==> config.mk <==
export PLATFORM = sky130hd
export DESIGN_NAME = fifo_wr_arbiter
export DESIGN_NICKNAME = d
export VERILOG_FILES = /design/src/rtl/fifo_arb_pkg.sv /design/src/rtl/fifo_wr_arbiter_rr_pick.sv /design/src/rtl/fifo_wr_arbiter.sv
export SDC_FILE = /design/constraint.sdc
export NUM_CORES = 1
export LEC_CHECK = 0
export CAP_MARGIN = 20
export CORE_MARGIN = 4
export CORE_UTILIZATION = 60
export DETAILED_ROUTE_END_ITERATION = 8
export DONT_BUFFER_PORTS = 1
export HOLD_SLACK_MARGIN = 0.12
export PLACE_DENSITY = 0.72
export SLEW_MARGIN = 0
export SYNTH_ARGS = -nofsm -noshare
export SYNTH_HDL_FRONTEND = slang
export SYNTH_SLANG_ARGS = --single-unit
==> constraint.sdc <==
create_clock -name clk -period 4.68 [get_ports clk]
set_input_delay 0.936 -clock clk [delete_from_list [all_inputs] [get_ports clk]]
set_output_delay 0.936 -clock clk [all_outputs]
set_load 0.01 [all_outputs]
==> src/rtl/fifo_arb_pkg.sv <==
// ============================================================================
// Module   : fifo_arb_pkg
// Purpose  : Shared types, constants and the round-robin helper for the FIFO
//            write-port arbiter.
// Revision : 1.0 - initial release
// ============================================================================
`default_nettype none

package fifo_arb_pkg;

  localparam int STAT_WIDTH = 16;
  localparam int c_MAX_REQ  = 16;

  typedef enum logic [0:0] {
    IDLE  = 1'b0,
    BURST = 1'b1
  } arb_state_e;

  // Returns {found, index}: the first set bit of valid at or after (last+1) mod n.
  function automatic logic [4:0] rr_next(input logic [15:0] valid,
                                         input logic [3:0]  last,
                                         input int          n);
    logic [4:0] res;
    int         idx;
    res = '0;
    for (int k = 1; k <= c_MAX_REQ; k++) begin
      idx = (int'(last) + k) % n;
      if (k <= n && !res[4] && valid[idx[3:0]]) res = {1'b1, idx[3:0]};
    end
    return res;
  endfunction

endpackage

`default_nettype wire

==> src/rtl/fifo_wr_arbiter_rr_pick.sv <==
// ============================================================================
// Module   : rr_pick
// Purpose  : Combinational rotate-priority picker; searches upward from the
//            slot after the last grant, wrapping at NUM_REQ.
// Revision : 1.0 - initial release
// ============================================================================
`default_nettype none

module rr_pick
  import fifo_arb_pkg::*;
#(
  parameter int NUM_REQ = 4,
  parameter int IDX_W   = 2
) (
  input  logic [NUM_REQ-1:0] req,
  input  logic [IDX_W-1:0]   last,
  output logic               found,
  output logic [IDX_W-1:0]   idx
);

  logic [4:0] w_pick;

  assign w_pick = rr_next(16'(req), 4'(last), NUM_REQ);
  assign found  = w_pick[4];
  assign idx    = IDX_W'(w_pick[3:0]);

endmodule

`default_nettype wire

==> src/rtl/fifo_wr_arbiter.sv <==
// ============================================================================
// Module   : fifo_wr_arbiter
// Purpose  : Burst-locked round-robin arbiter sharing one FIFO write port.
//            Optional per-requester beat counters: FIFO_WR_ARB_STATS_EN.
// Revision : 1.0 - initial release
// ============================================================================
`default_nettype none

module fifo_wr_arbiter
  import fifo_arb_pkg::*;
#(
  parameter int NUM_REQ   = 4,
  parameter int WIDTH     = 8,
  parameter int MAX_BURST = 16
) (
  input  logic                          clk,
  input  logic                          rst_async_n,
  input  logic [NUM_REQ-1:0]            req_valid,
  input  logic [NUM_REQ-1:0]            req_last,
  input  logic [NUM_REQ*WIDTH-1:0]      req_data,
  output logic [NUM_REQ-1:0]            req_ready,
  output logic [WIDTH-1:0]              fifo_din,
  output logic                          fifo_wr_en,
  input  logic                          fifo_full,
  output logic [$clog2(NUM_REQ)-1:0]    grant_id,
  output logic                          busy,
  output logic [NUM_REQ*STAT_WIDTH-1:0] stat_beats
);

  localparam int c_IDX_W = $clog2(NUM_REQ);
  localparam int c_CNT_W = $clog2(MAX_BURST + 1);

  arb_state_e           r_state;
  logic [c_IDX_W-1:0]   r_grant_id;
  logic [c_IDX_W-1:0]   r_last_grant;
  logic [c_CNT_W-1:0]   r_beat_cnt;

  logic                 w_in_burst;
  logic                 w_xfer;
  logic                 w_release;
  logic                 w_found;
  logic [c_IDX_W-1:0]   w_pick_idx;
  logic [WIDTH-1:0]     w_lane [NUM_REQ];

  for (genvar i = 0; i < NUM_REQ; i++) begin : g_lane
    assign w_lane[i] = req_data[i*WIDTH +: WIDTH];
  end

  rr_pick #(
    .NUM_REQ (NUM_REQ),
    .IDX_W   (c_IDX_W)
  ) u_rr_pick (
    .req   (req_valid),
    .last  (r_last_grant),
    .found (w_found),
    .idx   (w_pick_idx)
  );

  // Outputs decode from the state register, so async reset silences them at once.
  assign w_in_burst = (r_state == BURST);
  assign w_xfer     = w_in_burst && req_valid[r_grant_id] && !fifo_full;
  assign w_release  = w_xfer && (req_last[r_grant_id] ||
                                 r_beat_cnt == c_CNT_W'(MAX_BURST - 1));

  assign fifo_wr_en = w_xfer;
  assign fifo_din   = w_lane[r_grant_id];
  assign grant_id   = r_grant_id;
  assign busy       = w_in_burst;

  always_comb begin
    req_ready = '0;
    if (w_in_burst) req_ready[r_grant_id] = !fifo_full;
  end

  always_ff @(posedge clk or negedge rst_async_n) begin
    if (!rst_async_n) begin
      r_state      <= IDLE;
      r_grant_id   <= '0;
      r_last_grant <= c_IDX_W'(NUM_REQ - 1);
      r_beat_cnt   <= '0;
    end else begin
      case (r_state)
        IDLE: begin
          if (w_found) begin
            r_grant_id   <= w_pick_idx;
            r_last_grant <= w_pick_idx;
            r_beat_cnt   <= '0;
            r_state      <= BURST;
          end
        end
        BURST: begin
          if (w_xfer) begin
            if (w_release) begin
              r_beat_cnt <= '0;
              r_state    <= IDLE;
            end else begin
              r_beat_cnt <= r_beat_cnt + c_CNT_W'(1);
            end
          end
        end
      endcase
    end
  end

`ifdef FIFO_WR_ARB_STATS_EN
  for (genvar i = 0; i < NUM_REQ; i++) begin : g_stat
    logic [STAT_WIDTH-1:0] r_cnt;
    always_ff @(posedge clk or negedge rst_async_n) begin
      if (!rst_async_n) begin
        r_cnt <= '0;
      end else if (w_xfer && r_grant_id == c_IDX_W'(i) && r_cnt != '1) begin
        r_cnt <= r_cnt + STAT_WIDTH'(1);
      end
    end
    assign stat_beats[i*STAT_WIDTH +: STAT_WIDTH] = r_cnt;
  end
`else
  assign stat_beats = '0;
`endif

endmodule

`default_nettype wire

==> results.py <==
metrics = {
    "worst_setup_path": {
        "cpMaxStageDelayCell": "dfrtp_1",
        "critPathMaxFanout": 13,
        "critical_path_arrival_ns": 1.78,
        "crit_chain": "or3b_4 > o22a_4 > clkinv_4",
        "startpoint_type": "register",
        "crit_required_ns": 3.74,
        "max_stage_delay_ns": 0.63,
        "endpoint_kind": "output pin",
        "crit_type": "reg2out",
    },
    "cells_and_area": {
        "final_common_cell": "conb_1",
        "area.growth.synth_to_final_pct": -15.5,
        "nNetsFinal": 185,
        "antenna_cells": 0,
        "final_cell_mix": "64 x conb_1, 9 x mux4_2, 8 x dfrtp_1, 6 x nor2_1, 5 x inv_1",
        "fillers": 196,
        "drive_above_1_share_pct": 15.8,
    },
    "power_and_ir_drop": {
        "vdd_ir_drop_max_v": 0.000388,
        "p_leak_nw": 0.562,
        "totalPowerFinal_mw": 0.583,
        "power_density_nw_per_um2": 518,
    },
    "synthesis": {
        "synth_cell_types": 42,
        "synth_area_per_cell_um2": 9.51,
        "seq_area_frac_synth_pct": 19.0,
        "synth-seq-cells": 10,
        "ys_warn_count": 0,
        "postSynthCellCount": 140,
        "mappedNetlistArea_um2": 1330,
    },
    "timing": {
        "period_minus_slack_ns": 2.72,
        "fmax_mhz": 368,
        "final_max_slew_viol_count": 0,
        "rsz0062_at_grt": "false",
        "slew_headroom_pct": 54.5,
        "fin_tns_setup_ns": 0,
        "finalCritPeriodShare_pct": 58.1,
        "hold-worst-slack_ns": 0.356,
        "fin_skew_ns": 0.00605,
        "finalHoldViolCount": 0,
        "tightest_slew_ns": 0.683,
        "finalSetupViolations": 0,
    },
    "clocking": {
        "cts_setup_buffers": 0,
        "clock-sinks": 10,
        "cts_buffer_depth": 2,
        "hold_buffers": 0,
        "cts_root_buffer": "clkbuf_4",
        "cts_tree": "yes",
        "clk_latency_ns": 0.27,
        "cts_buffers": 3,
        "path_clk_slew_ns": 0.07,
        "htreeDepth": 1,
        "ctsResizeCount": 0,
    },
    "job": {
        "cap_violations": 0,
    },
    "detailed_routing": {
        "antenna_left": 0,
        "viasPerCell": 4.87,
        "drt_iter0_markers": 8,
        "drt-total-wl_mm": 2.64,
        "drc": 0,
        "num_vias": 809,
        "dr.pass1.iters": 4,
        "wl_per_cell_um": 15.9,
    },
    "grt": {
        "track_usage_pct": 15.0,
        "grt_overflow": 0,
        "grt_pass1_wl_mm": 3.16,
        "grt_pass1_vias": 666,
        "antenna_found_initial": 0,
        "grt_start_max_net_pins": 17,
    },
    "die": {
        "io_pins": 123,
        "dieArea_um2": 3040,
        "std_cell_rows": 16,
        "start_util_pct": 65.2,
        "fp.dieH_um": 55.1,
        "core_area_um2": 2040,
        "dieWidth_um": 55.1,
    },
    "placed_design": {
        "gp_congestion": 0.791,
        "dpl.hpwl_mm": 2.35,
        "portBuffers": 0,
    },
    "run_status": {
        "outcome": "completed",
    },
    "worst_hold_path": {
        "hp-class": "in2async",
    },
}
[logic make-up after synthesis]
kind of cell    Yosys count  share of synthesized area, %
buf+inv                  74                          40.6
simple gates             22                          9.21
compound gates           18                          10.8
mux                      12                          17.6
flops                    10                          19.0
fa+ha+maj                 2                          1.88
other cells               1                         0.282
xor+xnor                  1                         0.658
[layer usage]
layer  wire length, um  up-vias  part of all wire (%)  global-route usage [%]
li1                  -      355                     -                       -
met2              1510       69                    57                    30.1
met4                 0        0                     0                    1.21
met3               442        0                    17                    5.63
met1               683      385                    26                    14.8
met5                 0        -                     0                       0
[state kept, by name, summed over array words and instances, names as in the netlist]
| name | cells |
|---|---|
| r_beat_cnt | 5 |
| grant_id | 2 |
| r_last_grant | 2 |
| busy | 1 |
[layout make-up]
cell class	instances	area, um2	area share [%]
well taps	27	33.8	3.00
multi-input cells	119	774	68.9
inverters	6	27.5	2.45
clock buffers	4	36.3	3.23
flip-flops and latches	10	253	22.5
[where the power goes]
part           total, mW  switching, mW  internal [mW]  leakage (nW)
Combinational      0.296          0.155          0.141         0.421
Clock             0.0776         0.0304         0.0472        0.0210
Sequential         0.209         0.0818          0.127         0.120
[worst paths after layout]
path,startpoint,depth (start not counted),end,slack [ns]
max in group asynchronous,rst_async_n,0,r_last_grant[0],4.16
worst min-delay path,rst_async_n,0,r_beat_cnt[2],0.36
worst max-delay path,grant_id[0],3,fifo_wr_en,1.96
worst min register to register,r_beat_cnt[4],1,r_beat_cnt[4],0.50
min in group clk,r_beat_cnt[4],1,r_beat_cnt[4],0.50
worst max register to register,grant_id[0],4,r_beat_cnt[2],2.67
[cell usage after synthesis, drive strengths merged]
master / count / area share, %
a211oi: 1 / 0.56
a21boi: 1 / 0.56
a21o: 2 / 1.1
a21oi: 2 / 0.75
a22oi: 1 / 0.56
a31oi: 1 / 0.47
a32o: 1 / 0.75
and3: 1 / 0.47
buf: 65 / 37
clkbuf: 3 / 1.6
clkinv: 1 / 0.66
conb: 1 / 0.28
dfrtp: 8 / 15
dfstp: 2 / 3.9
ha: 2 / 1.9
inv: 5 / 1.4
mux2: 1 / 0.85
mux2i: 2 / 1.5
mux4: 9 / 15
nand2: 3 / 0.85
nand2b: 1 / 0.47
nand3: 3 / 1.1
nand3b: 1 / 0.56
nand4: 1 / 0.47
nor2: 8 / 3.0
nor2b: 1 / 0.47
nor4: 1 / 0.47
o211ai: 1 / 0.56
o21a: 1 / 0.56
o21ai: 2 / 1.0
o22a: 1 / 1.3
o2bb2ai: 2 / 1.3
o311ai: 1 / 0.66
o31ai: 1 / 0.56
or2: 1 / 0.47
or3b: 1 / 0.85
xnor2: 1 / 0.66
[through the flow]
step	cell area, um2	setup WS (ns)	cells	utilization (%)
3_3_place_gp	1090	2.07	162	53.3
6_report	1120	1.96	166	55.1
3_5_place_dp	1090	2.07	162	53.3
4_1_cts	1120	1.92	166	55.1
5_1_grt	1120	1.83	166	55.1
2_1_floorplan	1570	2.09	203	-
[critical path, delay by kind of cell (launching register included)]
kind                   cells  cell delay [ns]
flip-flops                 1             0.63
AND/OR/NAND/NOR            1             0.52
AO/OA/AOI/OAI              1             0.29
buffers and inverters      1             0.08
(Power assumes the default switching activity.)
